[src/rtl/uart_rx_subsystem.sv]
// uart_rx_subsystem
//   UART receiver with 16x oversampling, optional even/odd parity, framing
//   error and break detection, feeding a first-word-fall-through FIFO of
//   2**FIFO_EXP entries. Each entry is {brk, ferr, perr, data}.
//
// Ports
//   clk_50MHz    system clock, rising edge
//   reset        asynchronous reset, active low
//   rx           serial line, idle high (asynchronous to clk_50MHz)
//   baud_div     oversample tick period minus one, in clocks
//   parity_mode  00/11 none, 01 even, 10 odd (latched at start of frame)
//   read_uart    pop head entry (ignored while rx_empty)
//   clr_overrun  clear sticky overrun flag
//   read_data    head entry data, LSB = first received bit
//   read_perr / read_ferr / read_brk   head entry status bits
//   rx_empty, rx_full                  FIFO status
//   overrun      sticky: a frame was dropped because the FIFO was full
module uart_rx_subsystem #(
    parameter int DATA_BITS = 8,
    parameter int BR_BITS   = 9,
    parameter int FIFO_EXP  = 4
) (
    input  logic                 clk_50MHz,
    input  logic                 reset,
    input  logic                 rx,
    input  logic [BR_BITS-1:0]   baud_div,
    input  logic [1:0]           parity_mode,
    input  logic                 read_uart,
    input  logic                 clr_overrun,
    output logic [DATA_BITS-1:0] read_data,
    output logic                 read_perr,
    output logic                 read_ferr,
    output logic                 read_brk,
    output logic                 rx_empty,
    output logic                 rx_full,
    output logic                 overrun
);

    localparam int DEPTH = 1 << FIFO_EXP;
    localparam int NB    = (DATA_BITS > 1) ? $clog2(DATA_BITS) : 1;
    localparam logic [NB-1:0] LAST_BIT = NB'(DATA_BITS - 1);

    typedef struct packed {
        logic                 brk;
        logic                 ferr;
        logic                 perr;
        logic [DATA_BITS-1:0] data;
    } entry_t;

    typedef enum logic [2:0] {IDLE, START, DATA, PARITY, STOP} state_t;

    // ------------------------------------------------------------------
    // Synchronizer and start-edge qualification
    // ------------------------------------------------------------------
    logic [1:0] sync_ff;
    logic [1:0] sync_vld;   // shifts in 1s after reset until sync_ff holds real line data
    logic       rx_s;
    logic       rx_prev;

    assign rx_s = sync_ff[1];

    always_ff @(posedge clk_50MHz or negedge reset) begin
        if (!reset) begin
            sync_ff  <= 2'b11;
            sync_vld <= 2'b00;
            rx_prev  <= 1'b0;
        end else begin
            sync_ff  <= {sync_ff[0], rx};
            sync_vld <= {sync_vld[0], 1'b1};
            // rx_prev stays 0 until the synchronizer is flushed, so a line
            // that is already low when reset releases never looks like a
            // fresh falling edge.
            if (sync_vld[1])
                rx_prev <= rx_s;
        end
    end

    // ------------------------------------------------------------------
    // Oversample tick generator. ">=" lets a shrinking baud_div wrap at once
    // instead of running the counter all the way round.
    // ------------------------------------------------------------------
    logic [BR_BITS-1:0] br_cnt;
    logic               tick;

    assign tick = (br_cnt >= baud_div);

    always_ff @(posedge clk_50MHz or negedge reset) begin
        if (!reset)
            br_cnt <= '0;
        else if (tick)
            br_cnt <= '0;
        else
            br_cnt <= br_cnt + 1'b1;
    end

    // ------------------------------------------------------------------
    // Receive FSM
    // ------------------------------------------------------------------
    state_t               state;
    logic [3:0]           s_cnt;
    logic [NB-1:0]        bit_cnt;
    logic [DATA_BITS-1:0] shreg;
    logic                 par_bit;
    logic                 par_en_q;
    logic                 par_odd_q;
    logic                 wr_en;
    entry_t               wr_entry;
    logic                 perr_calc;
    logic                 brk_calc;

    // Even: error when data^parity is odd. Odd: error when it is even.
    assign perr_calc = par_en_q & ((^shreg) ^ par_bit ^ par_odd_q);
    // par_bit is cleared at frame start, so it reads 0 when parity is off.
    assign brk_calc  = ~rx_s & (shreg == '0) & ~par_bit;

    always_ff @(posedge clk_50MHz or negedge reset) begin
        if (!reset) begin
            state     <= IDLE;
            s_cnt     <= '0;
            bit_cnt   <= '0;
            shreg     <= '0;
            par_bit   <= 1'b0;
            par_en_q  <= 1'b0;
            par_odd_q <= 1'b0;
            wr_en     <= 1'b0;
            wr_entry  <= '0;
        end else begin
            wr_en <= 1'b0;
            case (state)
                IDLE: begin
                    if (rx_prev && !rx_s) begin
                        state     <= START;
                        s_cnt     <= '0;
                        par_en_q  <= (parity_mode == 2'b01) || (parity_mode == 2'b10);
                        par_odd_q <= (parity_mode == 2'b10);
                    end
                end
                START: begin
                    if (tick) begin
                        if (s_cnt == 4'd7) begin
                            // Mid start bit: a high line here was a glitch.
                            s_cnt   <= '0;
                            bit_cnt <= '0;
                            par_bit <= 1'b0;
                            state   <= rx_s ? IDLE : DATA;
                        end else begin
                            s_cnt <= s_cnt + 4'd1;
                        end
                    end
                end
                DATA: begin
                    if (tick) begin
                        if (s_cnt == 4'd15) begin
                            s_cnt <= '0;
                            shreg <= {rx_s, shreg[DATA_BITS-1:1]};
                            if (bit_cnt == LAST_BIT)
                                state <= par_en_q ? PARITY : STOP;
                            else
                                bit_cnt <= bit_cnt + 1'b1;
                        end else begin
                            s_cnt <= s_cnt + 4'd1;
                        end
                    end
                end
                PARITY: begin
                    if (tick) begin
                        if (s_cnt == 4'd15) begin
                            s_cnt   <= '0;
                            par_bit <= rx_s;
                            state   <= STOP;
                        end else begin
                            s_cnt <= s_cnt + 4'd1;
                        end
                    end
                end
                STOP: begin
                    if (tick) begin
                        if (s_cnt == 4'd15) begin
                            s_cnt         <= '0;
                            wr_en         <= 1'b1;
                            wr_entry.brk  <= brk_calc;
                            wr_entry.ferr <= ~rx_s;
                            wr_entry.perr <= perr_calc;
                            wr_entry.data <= shreg;
                            state         <= IDLE;
                        end else begin
                            s_cnt <= s_cnt + 4'd1;
                        end
                    end
                end
                default: state <= IDLE;
            endcase
        end
    end

    // ------------------------------------------------------------------
    // FWFT FIFO with an extra pointer MSB to separate full from empty
    // ------------------------------------------------------------------
    entry_t            mem [DEPTH];
    logic [FIFO_EXP:0] wptr;
    logic [FIFO_EXP:0] rptr;
    logic              do_rd;
    logic              do_wr;
    logic              ovr_set;
    entry_t            head;

    assign rx_empty = (wptr == rptr);
    assign rx_full  = (wptr[FIFO_EXP] != rptr[FIFO_EXP]) &&
                      (wptr[FIFO_EXP-1:0] == rptr[FIFO_EXP-1:0]);

    assign do_rd   = read_uart & ~rx_empty;
    // When full, a simultaneous pop frees the head slot that the write
    // pointer aliases, so the write is accepted.
    assign do_wr   = wr_en & (~rx_full | do_rd);
    assign ovr_set = wr_en & rx_full & ~do_rd;

    always_ff @(posedge clk_50MHz) begin
        if (do_wr)
            mem[wptr[FIFO_EXP-1:0]] <= wr_entry;
    end

    always_ff @(posedge clk_50MHz or negedge reset) begin
        if (!reset) begin
            wptr    <= '0;
            rptr    <= '0;
            overrun <= 1'b0;
        end else begin
            if (do_wr)
                wptr <= wptr + 1'b1;
            if (do_rd)
                rptr <= rptr + 1'b1;
            // Set wins over clear in the same clock.
            if (ovr_set)
                overrun <= 1'b1;
            else if (clr_overrun)
                overrun <= 1'b0;
        end
    end

    assign head      = mem[rptr[FIFO_EXP-1:0]];
    assign read_data = head.data;
    assign read_perr = head.perr;
    assign read_ferr = head.ferr;
    assign read_brk  = head.brk;

endmodule

[config.mk]
export PLATFORM = sky130hd
export DESIGN_NAME = uart_rx_subsystem
export DESIGN_NICKNAME = d
export VERILOG_FILES = /design/src/rtl/uart_rx_subsystem.sv
export SDC_FILE = /design/constraint.sdc
export NUM_CORES = 1
export LEC_CHECK = 0
export BUFFER_PORTS_ARGS = -buffer_cell sky130_fd_sc_hd__buf_2
export CORE_MARGIN = 10
export CORE_UTILIZATION = 40
export DETAILED_ROUTE_END_ITERATION = 16
export GPL_TIMING_DRIVEN = 0
export PLACE_DENSITY = 0.62
export SLEW_MARGIN = 30
export SYNTH_ARGS = -nofsm -noshare
export SYNTH_HDL_FRONTEND = slang
export SYNTH_SLANG_ARGS = --single-unit
[constraint.sdc]
create_clock -name clk_50MHz -period 7.57 [get_ports clk_50MHz]
set_input_delay 2.271 -clock clk_50MHz [delete_from_list [all_inputs] [get_ports clk_50MHz]]
set_output_delay 2.271 -clock clk_50MHz [all_outputs]
set_load 0.05 [all_outputs]
======== Yosys cells after proc, flatten, opt, wreduce, memory -nomap -nowiden ========
Memory sizes are Yosys's and may differ from the RTL's.
Cells that the tools add are included.
operators by class
  add/subtract/negate cells ............... 5
  order comparisons ....................... 1
  equal/unequal tests ..................... 24
  mux-type cells .......................... 38
  bitwise operators ....................... 15
  reductions and logical operators ........ 19
operator list
  kind                 count
  $mux 3               16
  $ne 2x2->1 const B   11
  $mux 4               5
  $pmux 3 s5           1
  $pmux 4 s3           1
  $mux 1               11
  $add 5x1->5 const B  2
  $reduce_and 10->1    1
  $add 9x1->9 const B  1
  $ge 9x9->1           1
  $mux 9               1
  $logic_not 8->1      1
  $reduce_xor 8->1     1
  $and 1x1->1          7
  $eq 3x2->1 const B   2
  $eq 3x3->1 const B   2
  $pmux 3 s2           1
  $reduce_and 3->1     2
  $reduce_and 6->1     1
  $reduce_bool 2->1    3
  $eq 5x5->1           1
  $not 1->1            5
  $reduce_and 5->1     1
  $add 4x1->4 const B  1
  other kinds (21)     23
word-level totals
  register bits after elaboration ......... 58
  memory bits (writable) .................. 176
  input port bits ......................... 16
  logic and storage cells ................. 122
  memories ................................ 1
memories
  memory  words  bits a word  read ports  clocked after memory_dff  wr ports  RTL line  text
  mem     16     11           1           0                         1         199       entry_t mem [DEPTH];

======== Depth between registers and ports, before layout ========
Gate-level depths: netlist of run 1.
  depth in word-level cells ............... 7
  depth in mapped cells ................... 10
  mapped depth without buffers ............ 8

======== Worst setup path before layout of run 1 ========
No wires, ideal clock.
  kind .................................... flip-flop to output port
  start point ............................. register rptr[0]
  end point ............................... output read_brk
  arrival ................................. 2082 ps
  path slack .............................. 3217 ps
  stages on the path, launching flop included .. 5
  path buffers ............................ 2
  cells stage by stage .................... dfrtp_1 buf_2 buf_2 mux4_2 mux4_2
between the ends
  longest elaborated chain between the ends .. 1
RTL lines
  item                    RTL line  text
  from (decl)             201       logic [FIFO_EXP:0] rptr;
  from (signal assigned)  231       rptr <= rptr + 1'b1;
  $mem_v2 16x11           --
  to (decl)               33        output logic read_brk,
Every way passes these cells.

======== Worst setup path after layout of run 1 ========
  start point ............................. register rptr[1]
  end point ............................... output read_data[4]
between the ends
  longest elaborated chain between the ends .. 1
RTL lines
  item           RTL line  text
  $mem_v2 16x11  --
  to (decl)      30        output logic [DATA_BITS-1:0] read_data,
Every way passes these cells.

==> impl_metrics.json, run 1 <==
{
  "run_status": "completed",
  "layout-area-overhead-vs-synth_pct": 14.1,
  "min_path_type": "register to register",
  "yosys_most_used_dff": "edfxtp_1",
  "drt_pass1_iterations": 5,
  "timing.critical_path.from_type": "register",
  "detailroute.via_count": 4948,
  "floorplan.die_area_um2": 31200,
  "gr-total-overflow": 0,
  "ys_ff_latch": 234,
  "dr_iter_0_viols": 359,
  "worst_slack_on_hold_paths_ps": 353,
  "power_per_cell_area_nw_per_um2": 336,
  "cts.sinks": 234,
  "detailedPlacementHpwl_um": 12600,
  "die_width_um": 177,
  "final_period_minus_worst_setup_slack_ps": 5470,
  "start_util_pct": 40.5,
  "slew_headroom_pct": 47.0,
  "ir_drop_v": 0.000154,
  "worstHoldPathCells": 0,
  "postSynth.asyncResetShare_pct": 24.8,
  "timing.critical_path.fanout_max": 10,
  "post_route_drc": 0,
  "report.final.slew_viol_count": 0,
  "finalNonFillerCells": 954,
  "cp-end-kind": "output port",
  "final.period_utilization_pct": 72.3,
  "cts_tree": "built",
  "layout-drive-gt1-share_pct": 25.2,
  "synth_cell_type_count": 53,
  "cts.repair.resized": 0,
  "leakage_nw": 4.07,
  "gr-usage-all-layers_pct": 12.0,
  "vias_in_the_first_global_route": 5231,
  "grt_first_pass_wirelength_um": 29700,
  "detailed_place.area_um2": 10400,
  "die_h_um": 177,
  "max_slew.worst_pin.slew_ps": 795,
  "maxCapViolations": 0,
  "ys.warnings.count": 0,
  "numPortBuffers": 29,
  "avgViaCountPerCell": 5.19,
  "antenna_violating_nets_post_route": 0,
  "clock_transition_at_the_registers_of_the_reported_paths_ps": 60,
  "rows": 57,
  "synth.yosys.seq_area_share_pct": 68.7,
  "insertedDiodeCount": 0,
  "critical_path_arrival_ps": 3200,
  "timing_hold_violations_final": 0,
  "cts_hold_buffers": 0,
  "crit_type": "register to output port",
  "source_to_sink_clock_delay_at_the_later_pin_of_the_worst_skew_pair_ps": 530,
  "dpl.cell_count": 909,
  "clock_path_buffers": 3,
  "ios": 30,
  "detail_route.wirelength_um": 18300,
  "achievable-frequency_mhz": 183,
  "synthesis.instances": 554,
  "placeable_core_region_um2": 24200,
  "antenna_violations_before_repair": 0,
  "setup-violations-final": 0,
  "synth_area_um2": 9810,
  "globalplace.congestion": 0.791,
  "maximum_number_of_pins_on_one_net_before_global_route_repair": 59,
  "post_synth_edffs": 176,
  "post-route-cell-area_um2": 11200,
  "layout.nets": 651,
  "rsz0062_at_grt": "no",
  "post_drt_wl_per_cell_um": 19.2,
  "htreeDepth": 1,
  "reg2reg_depth": 7,
  "cts_setup_buffers": 0,
  "layout.filler_cells": 2103,
  "setup_total_negative_slack_ps": 0,
  "synth_fp_nets": 593,
  "root_buffer": "clkbuf_16",
  "synth_area_per_cell_um2": 17.7,
  "clock_skew_ps": 15.3,
  "worstPathRequired_ps": 5300,
  "cts_made_buffers": 25
}
-- sequential cells by signal, indices dropped and copies added (netlist names) --
| name | cells |
|---|---|
| par_en_q | 1 |
| rx_prev | 1 |
| state | 3 |
| s_cnt | 4 |
| wptr | 5 |
| par_odd_q | 1 |
| bit_cnt | 3 |
| par_bit | 1 |
| wr_entry | 11 |
| sync_ff | 2 |
| sync_vld | 2 |
| wr_en | 1 |
| overrun | 1 |
| br_cnt | 9 |
| rptr | 5 |
| mem | 176 |
| shreg | 8 |
-- worst paths after layout --
kind	start	endpoint	slack [ps]
max reg2reg	rptr[2]	mem[1][5]	4810
min	sync_vld[0]	sync_vld[1]	350
min reg2reg	sync_vld[0]	sync_vld[1]	350
min in group asynchronous	reset	rptr[1]	1800
max in group asynchronous	reset	br_cnt[2]	5220
max	rptr[1]	read_data[4]	2100
-- where the power goes --
part	switching, W	leakage [nW]	internal (W)	total, W
registers	0.0000977	2.29	0.00146	0.00156
logic	0.000586	1.38	0.000412	0.000998
clock network	0.000487	0.397	0.000713	0.00120
total	0.00117	4.07	0.00259	0.00376
-- cell usage in the layout (no fill, tap or decap), types with 5 or more instances in the layout --
cell,synthesis,final
a21oi_1,14,14
xnor2_1,10,10
mux2i_1,11,11
xor2_1,16,16
clkinv_2,0,5
nor2_1,21,21
clkbuf_1,16,21
ha_1,23,23
nor3b_1,7,7
clkbuf_16,0,25
nand3_1,10,10
nand2_1,17,17
edfxtp_1,176,176
and2_1,18,18
inv_1,31,31
mux2_2,14,14
mux4_2,55,55
buf_2,6,36
dfrtp_1,56,56
-- critical path: stages (launching register included) --
cell and delay, ps:
dfrtp_1 390, clkbuf_1 500, clkbuf_1 600, mux4_2 460, mux4_2 480, buf_2 220
-- routing by layer --
layer | share of wire (%) | routed length, um | GRT usage (%) | up-vias
li1 | - | - | - | 2253
met1 | 42 | 7770 | 15.5 | 2561
met2 | 51 | 9290 | 20.7 | 106
met3 | 5.0 | 912 | 2.20 | 28
met4 | 1.9 | 347 | 2.91 | 0
met5 | 0 | 0 | 0 | -
-- Yosys cell counts, types with 3 or more instances --
master | n | share of area, %
nor2_1 | 21 | 0.80
mux2_2 | 14 | 1.6
nor2b_1 | 3 | 0.19
nand3_1 | 10 | 0.51
o21ai_0 | 4 | 0.20
a21oi_1 | 14 | 0.71
xnor2_1 | 10 | 0.89
clkbuf_1 | 16 | 0.61
nor3b_1 | 7 | 0.54
inv_1 | 31 | 1.2
buf_2 | 6 | 0.31
and2_1 | 18 | 1.1
nand2_1 | 17 | 0.65
mux2i_1 | 11 | 1.1
edfxtp_1 | 176 | 54
nand4_1 | 4 | 0.25
xor2_1 | 16 | 1.4
mux4_2 | 55 | 13
ha_1 | 23 | 2.9
dfrtp_1 | 56 | 14
-- cell families (layout without fill, tap and decap cells) --
family,Yosys count,after routing,share of synthesized area [%]
AND/OR/NAND/NOR,99,99,5.80
buffers and inverters,55,131,2.29
AO/OA/AOI/OAI,35,35,2.45
other,1,1,0.0382
adder cells (fa/ha/maj),23,23,2.93
XOR/XNOR,26,26,2.32
flip-flops,234,234,68.7
multiplexers,81,81,15.5
-- layout make-up --
type | instances | area [um2] | area share, %
Clock inverter | 15 | 166 | 1.49
Clock buffer | 30 | 644 | 5.76
Inverter | 31 | 116 | 1.04
Tap cell | 324 | 405 | 3.62
Sequential cell | 234 | 6740 | 60.2
Buffer | 24 | 109 | 0.972
Timing Repair Buffer | 31 | 158 | 1.41
Multi-Input combinational cell | 265 | 2860 | 25.5
-- metrics by stage --
step                util [%]  total power (W)  setup WS [ps]
finish                  46.2          0.00376           2100
global route            46.2          0.00395           1950
CTS                     46.2          0.00381           2010
detailed placement      42.8          0.00260           2590
global placement        42.7          0.00257           2200
floorplan                  -          0.00234           3220
No activity file was read; power rests on OpenSTA's default activity.
==> run 2, diff against run 1 <==
- PLACE_DENSITY: 0.62 -> 0.64
- clock period: 7.57 -> 4.5 ns (I/O delays scaled with it)
==> run 2 against run 1 <==
Against the previous run: core utilization increased by 0.29 points; first-iteration DRC count increased by 5.3%; die area unchanged; count of clock-buffer cells in the layout increased by 2; routed wire length increased by 1.3%; final area increased by 0.63%; worst setup slack got worse by 1900 ps; via count increased by 1.8%; flip-flop and latch count unchanged; largest cell class unchanged; global-route usage increased by 0.080 points; clock skew increased by 12 ps; sequential share of layout area decreased by 0.37 points.
==> impl_metrics.json, run 2 (synthesis gave the netlist of run 1 again) <==
{
  "start_util_pct": 40.5,
  "detail_route.wirelength_um": 18600,
  "min_path_type": "register to register",
  "gr-total-overflow": 0,
  "gr-usage-all-layers_pct": 12.1,
  "layout.nets": 652,
  "source_to_sink_clock_delay_at_the_later_pin_of_the_worst_skew_pair_ps": 530,
  "dpl.cell_count": 909,
  "antenna_violations_before_repair": 0,
  "maximum_number_of_pins_on_one_net_before_global_route_repair": 59,
  "globalplace.congestion": 0.785,
  "setup-violations-final": 0,
  "crit_type": "register to output port",
  "vias_in_the_first_global_route": 5337,
  "cts_tree": "built",
  "cts.sinks": 234,
  "post_drt_wl_per_cell_um": 19.4,
  "layout-drive-gt1-share_pct": 25.9,
  "detailroute.via_count": 5039,
  "post-route-cell-area_um2": 11300,
  "reg2reg_depth": 7,
  "drt_pass1_iterations": 6,
  "clock_transition_at_the_registers_of_the_reported_paths_ps": 60,
  "rsz0062_at_grt": "no",
  "timing_hold_violations_final": 0,
  "setup.reg_to_reg.worst_slack_ps": 1800,
  "final.period_utilization_pct": 96.0,
  "detailed_place.area_um2": 10400,
  "worstPathRequired_ps": 3150,
  "rows": 57,
  "power_per_cell_area_nw_per_um2": 567,
  "layout-area-overhead-vs-synth_pct": 14.8,
  "timing.critical_path.from_type": "register",
  "placeable_core_region_um2": 24200,
  "post_route_drc": 0,
  "report.power.total_w": 0.00638,
  "report.final.slew_viol_count": 0,
  "antenna_violating_nets_post_route": 0,
  "dr_iter_0_viols": 378,
  "numPortBuffers": 29,
  "ir_drop_v": 0.000276,
  "ios": 30,
  "max_slew.worst_pin.slew_ps": 803,
  "timing.critical_path.fanout_max": 10,
  "cts_made_buffers": 26,
  "maxCapViolations": 0,
  "root_buffer": "clkbuf_16",
  "critical_path_arrival_ps": 2970,
  "cp-end-kind": "output port",
  "cts_setup_buffers": 0,
  "die_h_um": 177,
  "insertedDiodeCount": 0,
  "setup_total_negative_slack_ps": 0,
  "htreeDepth": 1,
  "floorplan.die_area_um2": 31200,
  "worstHoldPathCells": 0,
  "run_status": "completed",
  "final_period_minus_worst_setup_slack_ps": 4320,
  "clock_skew_ps": 27.6,
  "slew_headroom_pct": 46.5,
  "detailedPlacementHpwl_um": 12800,
  "largest_register_ffs": 176,
  "grt_first_pass_wirelength_um": 30100,
  "worst_slack_on_hold_paths_ps": 346,
  "clock_path_buffers": 3,
  "mostFrequentLayoutCells": "edfxtp_1 (176), dfrtp_1 (56), mux4_2 (55)",
  "finalNonFillerCells": 956,
  "avgViaCountPerCell": 5.27,
  "layout.cells.most_common": "edfxtp_1",
  "die_width_um": 177,
  "achievable-frequency_mhz": 231,
  "leakage_nw": 4.13
}
-- run 2: cell count changes in the layout (fill, tap and decap cells not counted), sizes merged --
cell      delta
buf          -2
bufinv       +1
clkbuf       +4
clkinv       +1
clkinvlp     -1
inv          -1
-- run 2: power breakdown --
| part | internal (W) | switching, W | total, W |
|---|---|---|---|
| Combinational | 0.000675 | 0.000964 | 0.00164 |
| Clock | 0.00131 | 0.000810 | 0.00212 |
| Sequential | 0.00246 | 0.000164 | 0.00263 |
-- run 2: stage by stage --
stage / setup slack, ps / util [%]
floorplan: 1070 / -
global placement: 142 / 42.7
detailed placement: 437 / 42.8
CTS: 81.0 / 46.4
global route: 18.9 / 46.5
finish: 179 / 46.5
-- run 2: what timing repair did --
action / in CTS / in global routing
cloned: 0 / 0
hold buffers: 0 / 0
resized for setup: 4 / 2
endpoints found under the setup margin: 11 / 4
-- run 2: per-layer routing --
layer	vias to the layer above	global-route usage [%]	wire (um)
met5	-	0	0
met2	169	20.6	9330
met1	2585	15.5	7790
met3	28	2.54	1090
li1	2257	-	-
met4	0	3.08	359
-- run 2: final timing paths --
kind | from | to
setup / recovery | rptr[0] | read_data[1]
hold reg to reg | sync_vld[0] | sync_vld[1]
min in group asynchronous | reset | wptr[4]
setup reg to reg | rptr[2] | mem[11][7]
max in group asynchronous | reset | br_cnt[0]
hold / removal | sync_vld[0] | sync_vld[1]
-- run 2: layout make-up --
| class | instances | area (um2) |
|---|---|---|
| fill | 2070 | 13000 |
| tap | 324 | 405 |
| clock buffer | 32 | 683 |
| sequential | 234 | 6740 |
| timing repair buffer | 31 | 158 |
| inverter | 31 | 116 |
| clock inverter | 15 | 188 |
| buffer | 24 | 119 |
| multi-input combinational | 265 | 2860 |
-- run 2: critical path: stages, from the launching register on --
cell and delay [ps]:
dfrtp_1 390, buf_2 320, buf_2 440, mux4_2 570, mux4_2 490, buf_2 230
==> run 3, diff against run 2 <==
- ABC_CLOCK_PERIOD_IN_PS: unset -> 4500
- SETUP_SLACK_MARGIN: unset -> 0.3
==> run 3 against run 2 <==
Against the previous run: clock power hardly changed; final area is 0.22% higher; sequential power is essentially flat; worst setup slack improved by 240 ps; routed wire length rose by 0.23%; maximum frequency grew 5.9%; largest power group unchanged; sequential share of layout area shrank 0.13 points; core utilization is 0.10 points higher; count of clock-buffer cells in the layout is the same; total power rose by 0.40%; non-clock buffer count is the same; highest routed layer unchanged.
==> impl_metrics.json, run 3 (synthesis gave the netlist of run 1 again) <==
{
  "setup_total_negative_slack_ps": 0,
  "intPower_w": 0.00447,
  "post_route_drc": 0,
  "vias_in_the_first_global_route": 5337,
  "globalplace.congestion": 0.785,
  "antenna_violating_nets_post_route": 0,
  "layout-drive-gt1-share_pct": 26.3,
  "switching_share_pct": 30.3,
  "max_slew.worst_pin.slew_ps": 796,
  "post-route-cell-area_um2": 11300,
  "cts_made_buffers": 26,
  "floorplan.die_area_um2": 31200,
  "dr_iter_0_viols": 356,
  "worstPathRequired_ps": 3150,
  "rows": 57,
  "placeable_core_region_um2": 24200,
  "worst_slack_on_hold_paths_ps": 346,
  "achievable-frequency_mhz": 245,
  "source_to_sink_clock_delay_at_the_later_pin_of_the_worst_skew_pair_ps": 530,
  "layout-area-overhead-vs-synth_pct": 15.0,
  "die_h_um": 177,
  "crit_slowest_cell": "mux4_2",
  "setup.reg_to_reg.worst_slack_ps": 1780,
  "start_util_pct": 40.5,
  "drt_pass1_iterations": 5,
  "layout.cells.most_common": "edfxtp_1",
  "final_period_minus_worst_setup_slack_ps": 4080,
  "seq_power_share_pct": 41.0,
  "timing_hold_violations_final": 0,
  "insertedDiodeCount": 0,
  "post_drt_wl_per_cell_um": 19.5,
  "setup-violations-final": 0,
  "largest_register_ffs": 176,
  "numPortBuffers": 29,
  "clock_transition_at_the_registers_of_the_reported_paths_ps": 60,
  "maxCapViolations": 0,
  "grt_first_pass_wirelength_um": 30100,
  "leakage_nw": 4.14,
  "cts_hold_buffers": 0,
  "reg2reg_from": "rptr[2]",
  "r2r-end": "mem[3][10]",
  "antenna_violations_before_repair": 0,
  "worst_setup_path_endpoint": "read_ferr",
  "slew_headroom_pct": 46.9,
  "final.period_utilization_pct": 90.7,
  "min_path_type": "register to register",
  "detailedPlacementHpwl_um": 12800,
  "gr-usage-all-layers_pct": 12.1,
  "comb_power_share_pct": 26.0,
  "cp-end-kind": "output port",
  "report.final.slew_viol_count": 0,
  "htreeDepth": 1,
  "avgViaCountPerCell": 5.21,
  "timing.critical_path.slowest_cell_delay_ps": 500,
  "crit_type": "register to output port",
  "layout.filler_cells": 2069,
  "timing.critical_path.fanout_max": 10,
  "cp-startpoint": "rptr[1]",
  "timing.critical_path.cells": "clkbuf_2 -> clkbuf_2 -> mux4_2 -> mux4_2 -> buf_2",
  "detail_route.wirelength_um": 18600,
  "power.net_switching_w": 0.00194,
  "root_buffer": "clkbuf_16",
  "mostFrequentLayoutCells": "edfxtp_1 (176), dfrtp_1 (56), mux4_2 (55)",
  "cts_tree": "built",
  "clockPowerShare_pct": 33.0,
  "clock_path_buffers": 3,
  "critical_path_arrival_ps": 2730,
  "layout.nets": 652,
  "ios": 30,
  "timing.critical_path.from_type": "register",
  "clock_skew_ps": 25.9,
  "die_width_um": 177,
  "run_status": "completed",
  "maximum_number_of_pins_on_one_net_before_global_route_repair": 59,
  "cts.sinks": 234,
  "reg2reg_depth": 8,
  "detailroute.via_count": 4982,
  "detailed_place.area_um2": 10400,
  "ir_drop_v": 0.000275,
  "rsz0062_at_grt": "no",
  "power_per_cell_area_nw_per_um2": 568,
  "gr-total-overflow": 0
}
[run 3: cell types whose count changed in the layout (fill, tap and decap cells not counted)]
cell      before  now
buf_2         34   31
buf_4          2    3
buf_6          1    5
clkbuf_1      17   15
clkbuf_2       4    6
clkbuf_4       2    0
[run 3: routing by layer]
layer	vias to the layer above	share of wire, %	track usage, %
met4	0	1.9	3.08
met3	30	5.0	2.54
met1	2570	43	15.5
li1	2254	-	-
met2	128	50	20.6
met5	-	0	0
[run 3: power by group through the flow]
stage	logic [W]	registers, W	clock network [W]
2_1_floorplan	0.00129	0.00260	0
3_3_place_gp	0.00163	0.00266	0
3_5_place_dp	0.00166	0.00267	0
4_1_cts	0.00168	0.00263	0.00217
5_1_grt	0.00181	0.00265	0.00227
6_report	0.00167	0.00263	0.00211
[run 3: timing repair]
item,in CTS,in global routing
endpoints found under the setup margin,11,11
gates resized for setup,11,4
setup buffers,0,0
[run 3: how the worst min path moves through the flow]
stage	cells past startpoint	startpoint	endpoint	slack, ps
finish	0	sync_vld[0]	sync_vld[1]	350
global route	0	sync_vld[0]	sync_vld[1]	350
CTS	0	sync_vld[0]	sync_vld[1]	350
detailed placement	0	sync_vld[0]	sync_vld[1]	330
global placement	0	sync_vld[0]	sync_vld[1]	330
floorplan	0	sync_vld[0]	sync_vld[1]	330
[run 3: worst max-delay path, delay by kind of cell (launching register included)]
family / cells / cell delay, ps
buf+inv: 3 / 900
flops: 1 / 390
mux: 2 / 890
[run 3: through the flow]
step	total power, W	worst slack [ps]	cells	util (%)
finish	0.00641	420	956	46.6
global route	0.00673	303	956	46.6
CTS	0.00648	340	956	46.5
detailed placement	0.00433	437	909	42.8
global placement	0.00429	142	907	42.7
floorplan	0.00390	1070	554	-
[run 3: layout make-up]
class	instances	area (um2)	share of cell area, %
clock inverters	15	188	1.66
well taps	324	405	3.59
repair buffers	31	158	1.40
multi-input cells	265	2860	25.3
inverters	31	116	1.03
flip-flops and latches	234	6740	59.7
clock buffers	32	683	6.05
plain buffers	24	144	1.27
